File: src/rtl/redmule_mx_store_scheduler.sv
// rtl/redmule_mx_store_scheduler.sv - merges MX value beats and packed shared exponents onto the Z store channel
//
// Value beats go through combinationally, with zero latency, while the tile
// is running. Shared exponents are collected into a pack buffer. The buffer
// is sent as a dedicated exponent beat (out_sel_o = 1) when it holds EXP_PACK
// exponents, or when the last exponent of the tile has been accepted.
//
// Optional feature: define REDMULE_MX_STORE_CNT_EN to enable the saturating
// backpressure counter on stall_cycles_o. Without it the output is tied to 0.
//
// Ports:
//   clk_i, rst_i        clock, asynchronous active-high reset
//   clear_i             synchronous clear to IDLE (has priority over start_i)
//   start_i             tile start pulse, accepted in IDLE only
//   tile_beats_i        value beats in the tile, sampled on start
//   val_*               value stream in  (valid/ready/data)
//   exp_*               exponent stream in (valid/ready/data)
//   out_*               store channel out (valid/ready/data/sel)
//   busy_o              high outside IDLE
//   done_o              one-cycle tile completion pulse
//   stall_cycles_o      cycles with out_valid_o && !out_ready_i

module redmule_mx_store_scheduler #(
    parameter int DATAW_ALIGN = 512,
    parameter int EXP_W       = 8,
    parameter int EXP_PACK    = DATAW_ALIGN / EXP_W,
    parameter int CNT_W       = 16
) (
    input  logic                   clk_i,
    input  logic                   rst_i,
    input  logic                   clear_i,
    input  logic                   start_i,
    input  logic [CNT_W-1:0]       tile_beats_i,
    input  logic                   val_valid_i,
    output logic                   val_ready_o,
    input  logic [DATAW_ALIGN-1:0] val_data_i,
    input  logic                   exp_valid_i,
    output logic                   exp_ready_o,
    input  logic [EXP_W-1:0]       exp_data_i,
    output logic                   out_valid_o,
    input  logic                   out_ready_i,
    output logic [DATAW_ALIGN-1:0] out_data_o,
    output logic                   out_sel_o,
    output logic                   busy_o,
    output logic                   done_o,
    output logic [31:0]            stall_cycles_o
);

    // pack_cnt has to be able to hold EXP_PACK itself, not only EXP_PACK-1
    localparam int PACK_W = $clog2(EXP_PACK + 1);
    localparam int BUF_W  = EXP_PACK * EXP_W;
    localparam logic [PACK_W-1:0] PACK_FULL = PACK_W'(EXP_PACK);

    typedef enum logic [1:0] {
        IDLE  = 2'd0,
        RUN   = 2'd1,
        FLUSH = 2'd2,
        DONE  = 2'd3
    } state_t;

    state_t             state_q, state_d;
    logic [CNT_W-1:0]   beats_q;
    logic [CNT_W-1:0]   val_cnt_q;
    logic [CNT_W-1:0]   exp_cnt_q;
    logic [PACK_W-1:0]  pack_cnt_q;
    logic [BUF_W-1:0]   pack_buf_q;

    logic               start_acc;
    logic               val_hs;
    logic               exp_hs;
    logic               flush_hs;
    logic               val_left;
    logic               exp_left;
    logic               pack_room;
    logic [CNT_W-1:0]   val_cnt_nx;
    logic [CNT_W-1:0]   exp_cnt_nx;
    logic [PACK_W-1:0]  pack_cnt_nx;

    assign start_acc = start_i && !clear_i && (state_q == IDLE);
    assign val_hs    = val_valid_i && val_ready_o;
    assign exp_hs    = exp_valid_i && exp_ready_o;
    assign flush_hs  = (state_q == FLUSH) && out_ready_i;
    assign val_left  = val_cnt_q < beats_q;
    assign exp_left  = exp_cnt_q < beats_q;
    assign pack_room = pack_cnt_q < PACK_FULL;

    // Counter values after this cycle's handshakes. The RUN exits look at
    // these so that a fill or the last beat in this cycle is acted on
    // immediately, without an extra idle cycle.
    assign val_cnt_nx  = val_cnt_q + CNT_W'(val_hs);
    assign exp_cnt_nx  = exp_cnt_q + CNT_W'(exp_hs);
    assign pack_cnt_nx = pack_cnt_q + PACK_W'(exp_hs);

    // ------------------------------------------------------------------
    // State register
    // ------------------------------------------------------------------
    always_ff @(posedge clk_i or posedge rst_i) begin
        if (rst_i) begin
            state_q <= IDLE;
        end else begin
            state_q <= state_d;
        end
    end

    // ------------------------------------------------------------------
    // Next-state logic
    // ------------------------------------------------------------------
    always_comb begin
        state_d = state_q;
        if (clear_i) begin
            state_d = IDLE;
        end else begin
            unique case (state_q)
                IDLE: begin
                    if (start_i) begin
                        state_d = (tile_beats_i != '0) ? RUN : DONE;
                    end
                end
                RUN: begin
                    if ((pack_cnt_nx == PACK_FULL) ||
                        ((exp_cnt_nx == beats_q) && (pack_cnt_nx != '0))) begin
                        state_d = FLUSH;
                    end else if ((val_cnt_nx == beats_q) && (exp_cnt_nx == beats_q) &&
                                 (pack_cnt_nx == '0)) begin
                        state_d = DONE;
                    end
                end
                FLUSH: begin
                    if (out_ready_i) begin
                        state_d = ((val_cnt_q == beats_q) && (exp_cnt_q == beats_q)) ? DONE : RUN;
                    end
                end
                DONE: begin
                    state_d = IDLE;
                end
                default: begin
                    state_d = IDLE;
                end
            endcase
        end
    end

    // ------------------------------------------------------------------
    // Output logic
    // ------------------------------------------------------------------
    always_comb begin
        out_valid_o = 1'b0;
        out_data_o  = '0;
        out_sel_o   = 1'b0;
        val_ready_o = 1'b0;
        exp_ready_o = 1'b0;
        busy_o      = (state_q != IDLE);
        // A clear landing on the DONE cycle aborts the tile, so no pulse
        done_o      = (state_q == DONE) && !clear_i;
        unique case (state_q)
            RUN: begin
                out_valid_o = val_valid_i && val_left;
                out_data_o  = val_data_i;
                val_ready_o = out_ready_i && val_left;
                exp_ready_o = exp_left && pack_room;
            end
            FLUSH: begin
                out_valid_o = 1'b1;
                out_sel_o   = 1'b1;
                // Unfilled lanes are already zero: the buffer is cleared on
                // start and after every exponent beat.
                out_data_o  = DATAW_ALIGN'(pack_buf_q);
            end
            default: begin
            end
        endcase
    end

    // ------------------------------------------------------------------
    // Tile counters and exponent pack buffer
    // ------------------------------------------------------------------
    always_ff @(posedge clk_i or posedge rst_i) begin
        if (rst_i) begin
            beats_q    <= '0;
            val_cnt_q  <= '0;
            exp_cnt_q  <= '0;
            pack_cnt_q <= '0;
            pack_buf_q <= '0;
        end else if (clear_i) begin
            beats_q    <= '0;
            val_cnt_q  <= '0;
            exp_cnt_q  <= '0;
            pack_cnt_q <= '0;
            pack_buf_q <= '0;
        end else if (start_acc) begin
            beats_q    <= tile_beats_i;
            val_cnt_q  <= '0;
            exp_cnt_q  <= '0;
            pack_cnt_q <= '0;
            pack_buf_q <= '0;
        end else begin
            if (val_hs) begin
                val_cnt_q <= val_cnt_nx;
            end
            if (exp_hs) begin
                exp_cnt_q  <= exp_cnt_nx;
                pack_cnt_q <= pack_cnt_nx;
                // Lanes fill in arrival order, starting at lane 0
                for (int i = 0; i < EXP_PACK; i++) begin
                    if (pack_cnt_q == PACK_W'(i)) begin
                        pack_buf_q[i*EXP_W +: EXP_W] <= exp_data_i;
                    end
                end
            end
            // exp_ready_o is low in FLUSH, so this never collides with a write
            if (flush_hs) begin
                pack_cnt_q <= '0;
                pack_buf_q <= '0;
            end
        end
    end

    // ------------------------------------------------------------------
    // Backpressure counter
    // ------------------------------------------------------------------
`ifdef REDMULE_MX_STORE_CNT_EN
    logic [31:0] stall_q;

    always_ff @(posedge clk_i or posedge rst_i) begin
        if (rst_i) begin
            stall_q <= '0;
        end else if (clear_i || start_acc) begin
            stall_q <= '0;
        end else if (out_valid_o && !out_ready_i && (stall_q != '1)) begin
            stall_q <= stall_q + 32'd1;
        end
    end

    assign stall_cycles_o = stall_q;
`else
    assign stall_cycles_o = '0;
`endif

endmodule

File: config.mk
export PLATFORM = sky130hd
export DESIGN_NAME = redmule_mx_store_scheduler
export DESIGN_NICKNAME = d
export VERILOG_FILES = /design/src/rtl/redmule_mx_store_scheduler.sv
export SDC_FILE = /design/constraint.sdc
export NUM_CORES = 1
export LEC_CHECK = 0
export CAP_MARGIN = 20
export CORE_AREA = 3 3 425 427
export CTS_CLUSTER_SIZE = 24
export DETAILED_ROUTE_END_ITERATION = 12
export DIE_AREA = 0 0 428 430
export GPL_TIMING_DRIVEN = 0
export PLACE_DENSITY = 0.36
export REMOVE_ABC_BUFFERS = 1
export SETUP_SLACK_MARGIN = 0.4
export SLEW_MARGIN = 10
export SYNTH_ARGS = -nofsm -noshare
export SYNTH_HDL_FRONTEND = slang
export SYNTH_SLANG_ARGS = --single-unit
File: constraint.sdc
create_clock -name clk_i -period 28.7 [get_ports clk_i]
set_clock_uncertainty 0.05 [all_clocks]
set_input_delay 8.61 -clock clk_i [delete_from_list [all_inputs] [get_ports clk_i]]
set_output_delay 8.61 -clock clk_i [all_outputs]
set_load 0.05 [all_outputs]
==> results of run 1 <==
## per-stage QoR
step | hold WS, ps | util [%]
2_1_floorplan | 450 | -
3_3_place_gp | 461 | 26.2
3_5_place_dp | 470 | 27.4
4_1_cts | 480 | 28.9
5_1_grt | 493 | 28.9
6_report | 477 | 28.9
## path summary, 6_finish.rpt
kind                       cells after the start               to  slack (ps)            start
max                                            4  out_data_o[421]        9370  val_data_i[421]
min                                            2  pack_buf_q[186]         480  pack_buf_q[186]
max reg2reg                                   18       state_q[1]       22690     exp_cnt_q[1]
min reg2reg                                    2  pack_buf_q[186]         480  pack_buf_q[186]
max in group asynchronous                      6  pack_buf_q[326]       18050            rst_i
min in group asynchronous                      2       beats_q[7]        8310            rst_i
## layout make-up
cell class | instances | area [µm²]
Antenna cell | 15 | 37.5
Inverter | 30 | 120
Timing Repair Buffer | 1146 | 12500
Fill cell | 18700 | 126000
Sequential cell | 569 | 14200
Clock buffer | 106 | 2180
Multi-Input combinational cell | 2648 | 18600
Tap cell | 2340 | 2930
Clock inverter | 28 | 372
## power breakdown
group | total (µW) | internal (µW) | switching [µW]
combinational | 1800 | 645 | 1160
clock | 992 | 587 | 405
sequential | 819 | 809 | 9.62
## worst max-delay path: stages
cell and delay, ps:
clkdlybuf4s50_1 590, a22oi_1 620, nor2b_1 110, clkdlybuf4s50_1 730
## layer usage
| metal | GRT usage, % | routed length, µm | vias to the layer above |
|---|---|---|---|
| met2 | 32.8 | 90500 | 813 |
| met5 | 0 | 140 | - |
| met4 | 5.39 | 5080 | 24 |
| met3 | 4.14 | 8500 | 194 |
| li1 | - | - | 14400 |
| met1 | 24.9 | 81700 | 15600 |
## flip-flops by register name (all words and copies together), names as in the netlist
name / flops
val_cnt_q: 16
pack_buf_q: 512
state_q: 2
pack_cnt_q: 7
beats_q: 16
exp_cnt_q: 16
## logic make-up (layout without fill, tap and decap cells)
kind of cell             count (synthesis)  in the layout  share of synthesized area [%]
multiplexers                           524            524                           15.3
XOR/XNOR                                39             39                          0.997
flip-flops                             569            569                           41.6
other                                    1             47                         0.0109
buffers and inverters                  407           1310                           5.06
AO/OA/AOI/OAI                          667            667                           14.2
AND/OR/NAND/NOR                       1344           1344                           21.3
adder cells (fa/ha/maj)                 42             42                           1.53
## cells in the final DEF, fill, tap and decap left out, types with 7 or more instances in the layout
cell type           n
nand4_1            23
a21o_1             10
or4_1              21
clkinv_2           12
clkbuf_8           14
a22oi_1           512
o31ai_1            21
a21oi_1            41
and4_1              7
nor4_1              8
nand2_1           568
clkbuf_1           15
nand2b_1           11
a31oi_1            13
dfrtp_1           569
diode_2            15
buf_16             50
clkdlybuf4s50_1  1060
buf_6              11
nand3_2            31
xor2_1             15
ha_1               39
mux2i_1           521
nor3_1             15
conb_1             32
inv_1              29
and3_1             27
a31o_2              9
o21ai_0            28
nor2b_1           518
buf_12             17
nor2_1             37
clkbuf_16          77
nand3_4            18
nand2_4             8
nand3_1            15
xnor2_1            24
==> flow_summary_export.csv, run 1 <==
group,metric,value,unit
run_status,status,"complete, no violations",
clocking,cts_buffers,76,
worst_hold_path,hold_class,"register to register",
clocking,postCtsSetupRepairBufs,0,
synthesis,synth.top_cell.area_share,41.6,%
setup_path,crit_path_end_kind,"output pin",
clocking,cts.reportedPaths.clkPinSlew,60,ps
synthesis,synth-seq-cells,569,
layout,drive_gt1_share,6.69,%
floorplan,die_h,430,µm
detailed_routing,drc,0,
synthesis,yosysMostFrequentCell,"nand2_1",
synthesis,ys.flop_type,"dfrtp_1",
layout,area_growth,48.9,%
placed_design,dp_hpwl,139,mm
layout,fin_cells,6882,
floorplan,die_w,428,µm
sta,setup_ws,9370,ps
layout,final_nets,5056,
sta,fmax,51.7,MHz
floorplan,core_area,176000,µm²
global_routing,antenna_found_initial,27,
placed_design,place_congestion,0.892,
synthesis,async_reset_ff_share,100,%
global_routing,grt_max_degree,102,
detailed_routing,via_count,31100,
detailed_routing,viasPerCell,4.52,
floorplan,start_util,19.4,%
synthesis,ys_types,70,
setup_path,critical_path_class,"input pin to output pin",
detailed_routing,drt_first_pass_iters,5,
global_routing,grt_overflow,0,
sta,setup_violations,0,
clocking,cts_max_path_buffers,3,
placed_design,io_buffers,1060,
sta,finalMaxSlewViolations,0,
synthesis,syn_area,34300,µm²
placed_design,post_dp_cell_area,48400,µm²
sta,min_period_over_period,67.4,%
sta,rsz0062_at_grt,"false",
synthesis,synth-edff-count,0,
synthesis,synth.avg_cell_area,9.53,µm²
floorplan,fp.dieArea,184000,µm²
clocking,root_buffer,"clkbuf_16",
global_routing,grt_util_all_layers,19.4,%
detailed_routing,drtAntennaViolNets,0,
sta,relSlewSlack,30.0,%
placed_design,place_inst,6733,
synthesis,synth_commonest_cells,"nand2_1, dfrtp_1, mux2i_1, nor2b_1, a22oi_1",
floorplan,ioPinCount,1093,
detailed_routing,dr.first_iter.drc_count,1999,
global_routing,grt_pass1_wl,259,mm
clocking,clk_latency,660,ps
clocking,cts_tree,"built",
synthesis,synthTopCellsByArea,"dfrtp_1, mux2i_1, a22oi_1, nor2b_1, nand2_1",
sta,fin_tns_setup,0,ps
power_and_ir_drop,finalPower,3610,µW
clocking,cts.repair.resized,0,
sta,fin_crit,19330,ps
synthesis,yosysWarnings,0,
detailed_routing,wl_per_cell,27.0,µm
setup_path,cp-start-kind,"input pin",
setup_path,worstPathRequired,20040,ps
sta,hold_viol_final,0,
power_and_ir_drop,leakage,0.0211,µW
synthesis,synth_seq_area_share,41.6,%
clocking,h-tree-depth,3,
layout,design_area,51000,µm²
clocking,postCtsHoldBufs,0,
synthesis,synth_top_cell_by_area,"dfrtp_1",
floorplan,rows,154,
global_routing,grt_pass1_vias,31500,
synthesis,synthCells,3593,
setup_path,critical_path.max_fanout,1,
detailed_routing,wl,186,mm
power_and_ir_drop,peakVddDrop,59.4,µV
job,cap_violations,0,
placed_design,pre_cts_slack,9390,ps
setup_path,arrival,10670,ps
power_and_ir_drop,power_density,70.9,nW/µm²
clocking,cts.sink_count,569,
sta,tightestPinTransition,1050,ps
Note: power is estimated with default switching activity, not from simulation.
==> run 2, diff against run 1 <==
--- a/config.mk
+++ b/config.mk
@@ -11,7 +11,7 @@
 export DETAILED_ROUTE_END_ITERATION = 12
 export DIE_AREA = 0 0 428 430
 export GPL_TIMING_DRIVEN = 0
-export PLACE_DENSITY = 0.36
+export PLACE_DENSITY = 0.37
 export REMOVE_ABC_BUFFERS = 1
 export SETUP_SLACK_MARGIN = 0.4
 export SLEW_MARGIN = 10
==> constraint.sdc (replaced) <==
create_clock -name clk_i -period 17.1 [get_ports clk_i]
set_clock_uncertainty 0.05 [all_clocks]
set_input_delay 5.13 -clock clk_i [delete_from_list [all_inputs] [get_ports clk_i]]
set_output_delay 5.13 -clock clk_i [all_outputs]
set_load 0.05 [all_outputs]
==> run 2 against run 1 <==
Compared with the run above:
- critical path depth unchanged
- hold slack improved by 2.2 ps
- register-to-register slack got worse by 12000 ps
- cell count about the same
- first-iteration DRC count increased by 5.4%
- combinational power up 67%
- total power rose by 66%
- utilization about the same
- setup slack worse by 4600 ps
- via count barely moved
- routed wire length down 2.0%
- flip-flop and latch count stayed put
- largest power group unchanged
==> flow_summary_export.csv, run 2 (same netlist as run 1, synthesis figures left out) <==
group,metric,value,unit
run_status,status,"complete, no violations",
layout,largest_reg_flops,512,
sta,setup_violations,0,
layout,final_common_cell,"clkdlybuf4s50_1",
detailed_routing,drt_first_pass_iters,5,
layout,final_nets,5058,
layout,largest-register,"pack_buf_q",
global_routing,grt_pass1_vias,31400,
floorplan,core_area,176000,µm²
detailed_routing,drtAntennaViolNets,0,
floorplan,fp.dieArea,184000,µm²
sta,finalMaxSlewViolations,0,
power_and_ir_drop,leakage,0.0211,µW
sta,tightestPinTransition,991,ps
global_routing,grt_util_all_layers,19.1,%
detailed_routing,via_count,31100,
placed_design,dp_hpwl,136,mm
floorplan,start_util,19.4,%
setup_path,cpMostUsedCell,"clkdlybuf4s50_1",
clocking,cts_tree,"built",
setup_path,critical_path_class,"input pin to output pin",
setup_path,worstPathRequired,11920,ps
clocking,cts.sink_count,569,
layout,final_cell_mix,"clkdlybuf4s50_1, dfrtp_1, nand2_1",
global_routing,grt_pass1_wl,255,mm
setup_path,crit_path_end_kind,"output pin",
setup_path,cp-start-kind,"input pin",
setup_path,cp_slowest_cell,"clkdlybuf4s50_1",
clocking,root_buffer,"clkbuf_16",
detailed_routing,viasPerCell,4.52,
floorplan,die_h,430,µm
layout,area_growth,48.9,%
floorplan,die_w,428,µm
setup_path,arrival,7110,ps
clocking,cts.repair.resized,0,
detailed_routing,drc,0,
sta,fmax,81.3,MHz
setup_path,worstPathCellList,"clkdlybuf4s50_1 > a22oi_1 > nor2b_1 > clkdlybuf4s50_1",
global_routing,grt_overflow,0,
setup_path,critPathMaxStageDelay,960,ps
power_and_ir_drop,peakVddDrop,96.7,µV
floorplan,ioPinCount,1093,
sta,relSlewSlack,33.7,%
floorplan,rows,154,
layout,drive_gt1_share,6.76,%
detailed_routing,dr.first_iter.drc_count,2107,
sta,fin_crit,12290,ps
global_routing,antenna_found_initial,44,
placed_design,place_congestion,0.821,
clocking,cts.reportedPaths.clkPinSlew,50,ps
layout,fillers,18800,
clocking,clk_latency,650,ps
sta,fin_tns_setup,0,ps
sta,hold_viol_final,0,
worst_hold_path,hold_class,"register to register",
clocking,cts_buffers,74,
detailed_routing,wl_per_cell,26.5,µm
clocking,postCtsHoldBufs,0,
placed_design,io_buffers,1060,
layout,regArea,14200,µm²
layout,multi_input_area,18600,µm²
clocking,postCtsSetupRepairBufs,0,
layout,design_area,51000,µm²
setup_path,critical_path.max_fanout,1,
placed_design,post_dp_cell_area,48500,µm²
sta,rsz0062_at_grt,"false",
sta,min_period_over_period,71.9,%
global_routing,grt_max_degree,105,
job,cap_violations,0,
detailed_routing,wl,182,mm
power_and_ir_drop,power_density,118,nW/µm²
clocking,cts_max_path_buffers,3,
clocking,h-tree-depth,3,
run 2: changes by cell type in the layout (fill, tap and decap cells not counted), moves of 2 or more:
| cell | previous run | this run |
|---|---|---|
| nor2_2 | 2 | 5 |
| buf_6 | 11 | 13 |
| inv_16 | 3 | 1 |
| nor2_1 | 37 | 34 |
| clkinv_4 | 0 | 3 |
| clkinv_2 | 12 | 9 |
| clkbuf_16 | 77 | 75 |
run 2: path summary, 6_finish.rpt:
kind	startpoint	cells past startpoint	slack, ps	end
worst max-delay path	val_data_i[81]	4	4810	out_data_o[81]
worst min-delay path	pack_buf_q[99]	2	480	pack_buf_q[99]
worst max register to register	beats_q[13]	17	11070	state_q[1]
worst min register to register	pack_buf_q[99]	2	480	pack_buf_q[99]
max in group asynchronous	rst_i	5	10110	pack_buf_q[41]
min in group asynchronous	rst_i	2	4810	val_cnt_q[1]
run 2: area by class of cell:
type                    count  share of cell area [%]
multi-input cells        2648                    36.5
repair buffers           1150                    24.7
clock buffers             105                    4.18
well taps                2340                    5.74
diodes                     15                  0.0736
flip-flops and latches    569                    27.9
clock inverters            26                   0.675
inverters                  30                   0.236
run 2: stage by stage:
stage | util (%) | hold slack [ps] | std cells | worst slack [ps] | total power [µW]
4_1_cts | 28.9 | 480 | 6868 | 4780 | 6110
2_1_floorplan | - | 450 | 3247 | -48740 | 3340
6_report | 28.9 | 479 | 6883 | 4810 | 6000
3_3_place_gp | 26.2 | 463 | 6647 | -182770 | 4770
3_5_place_dp | 27.5 | 472 | 6737 | 4780 | 4430
5_1_grt | 28.9 | 498 | 6878 | 4770 | 6290
run 2: worst max-delay path: cells and delay by family:
kind	cells	cell delay, ps
simple gates	1	180
compound gates	1	180
buf+inv	2	1620
run 2: per-layer routing:
metal  vias to the layer above  part of all wire [%]  global-route usage [%]
met5                         -                 0.093                       0
met4                        28                   2.2                    4.45
met3                       198                   4.5                    3.97
met2                       773                    50                    32.7
met1                     15700                    44                    24.4
li1                      14400                     -                       -
run 2: power breakdown:
| group | switching (µW) | internal (µW) | total [µW] |
|---|---|---|---|
| clock network | 665 | 962 | 1630 |
| registers | 15.9 | 1360 | 1370 |
| logic | 1920 | 1080 | 3000 |
| total | 2610 | 3400 | 6000 |
==> run 3, diff against run 2 <==
--- a/config.mk
+++ b/config.mk
@@ -11,7 +11,7 @@
 export DETAILED_ROUTE_END_ITERATION = 12
 export DIE_AREA = 0 0 428 430
 export GPL_TIMING_DRIVEN = 0
-export PLACE_DENSITY = 0.37
+export PLACE_DENSITY = 0.36
 export REMOVE_ABC_BUFFERS = 1
 export SETUP_SLACK_MARGIN = 0.4
 export SLEW_MARGIN = 10
==> constraint.sdc (replaced) <==
create_clock -name clk_i -period 12 [get_ports clk_i]
set_clock_uncertainty 0.05 [all_clocks]
set_input_delay 3.6 -clock clk_i [delete_from_list [all_inputs] [get_ports clk_i]]
set_output_delay 3.6 -clock clk_i [all_outputs]
set_load 0.05 [all_outputs]
==> results of run 3 <==
The final DEF is identical to that of run 1. Status: complete, no violations.
Among the figures that moved: setup slack after placement 9390 ps -> 2710 ps; setup slack after layout 9370 ps -> 2690 ps; register-to-register setup slack 22690 ps -> 5990 ps; total power 3610 µW -> 8640 µW; worst IR drop on VDD 59.4 µV -> 142 µV
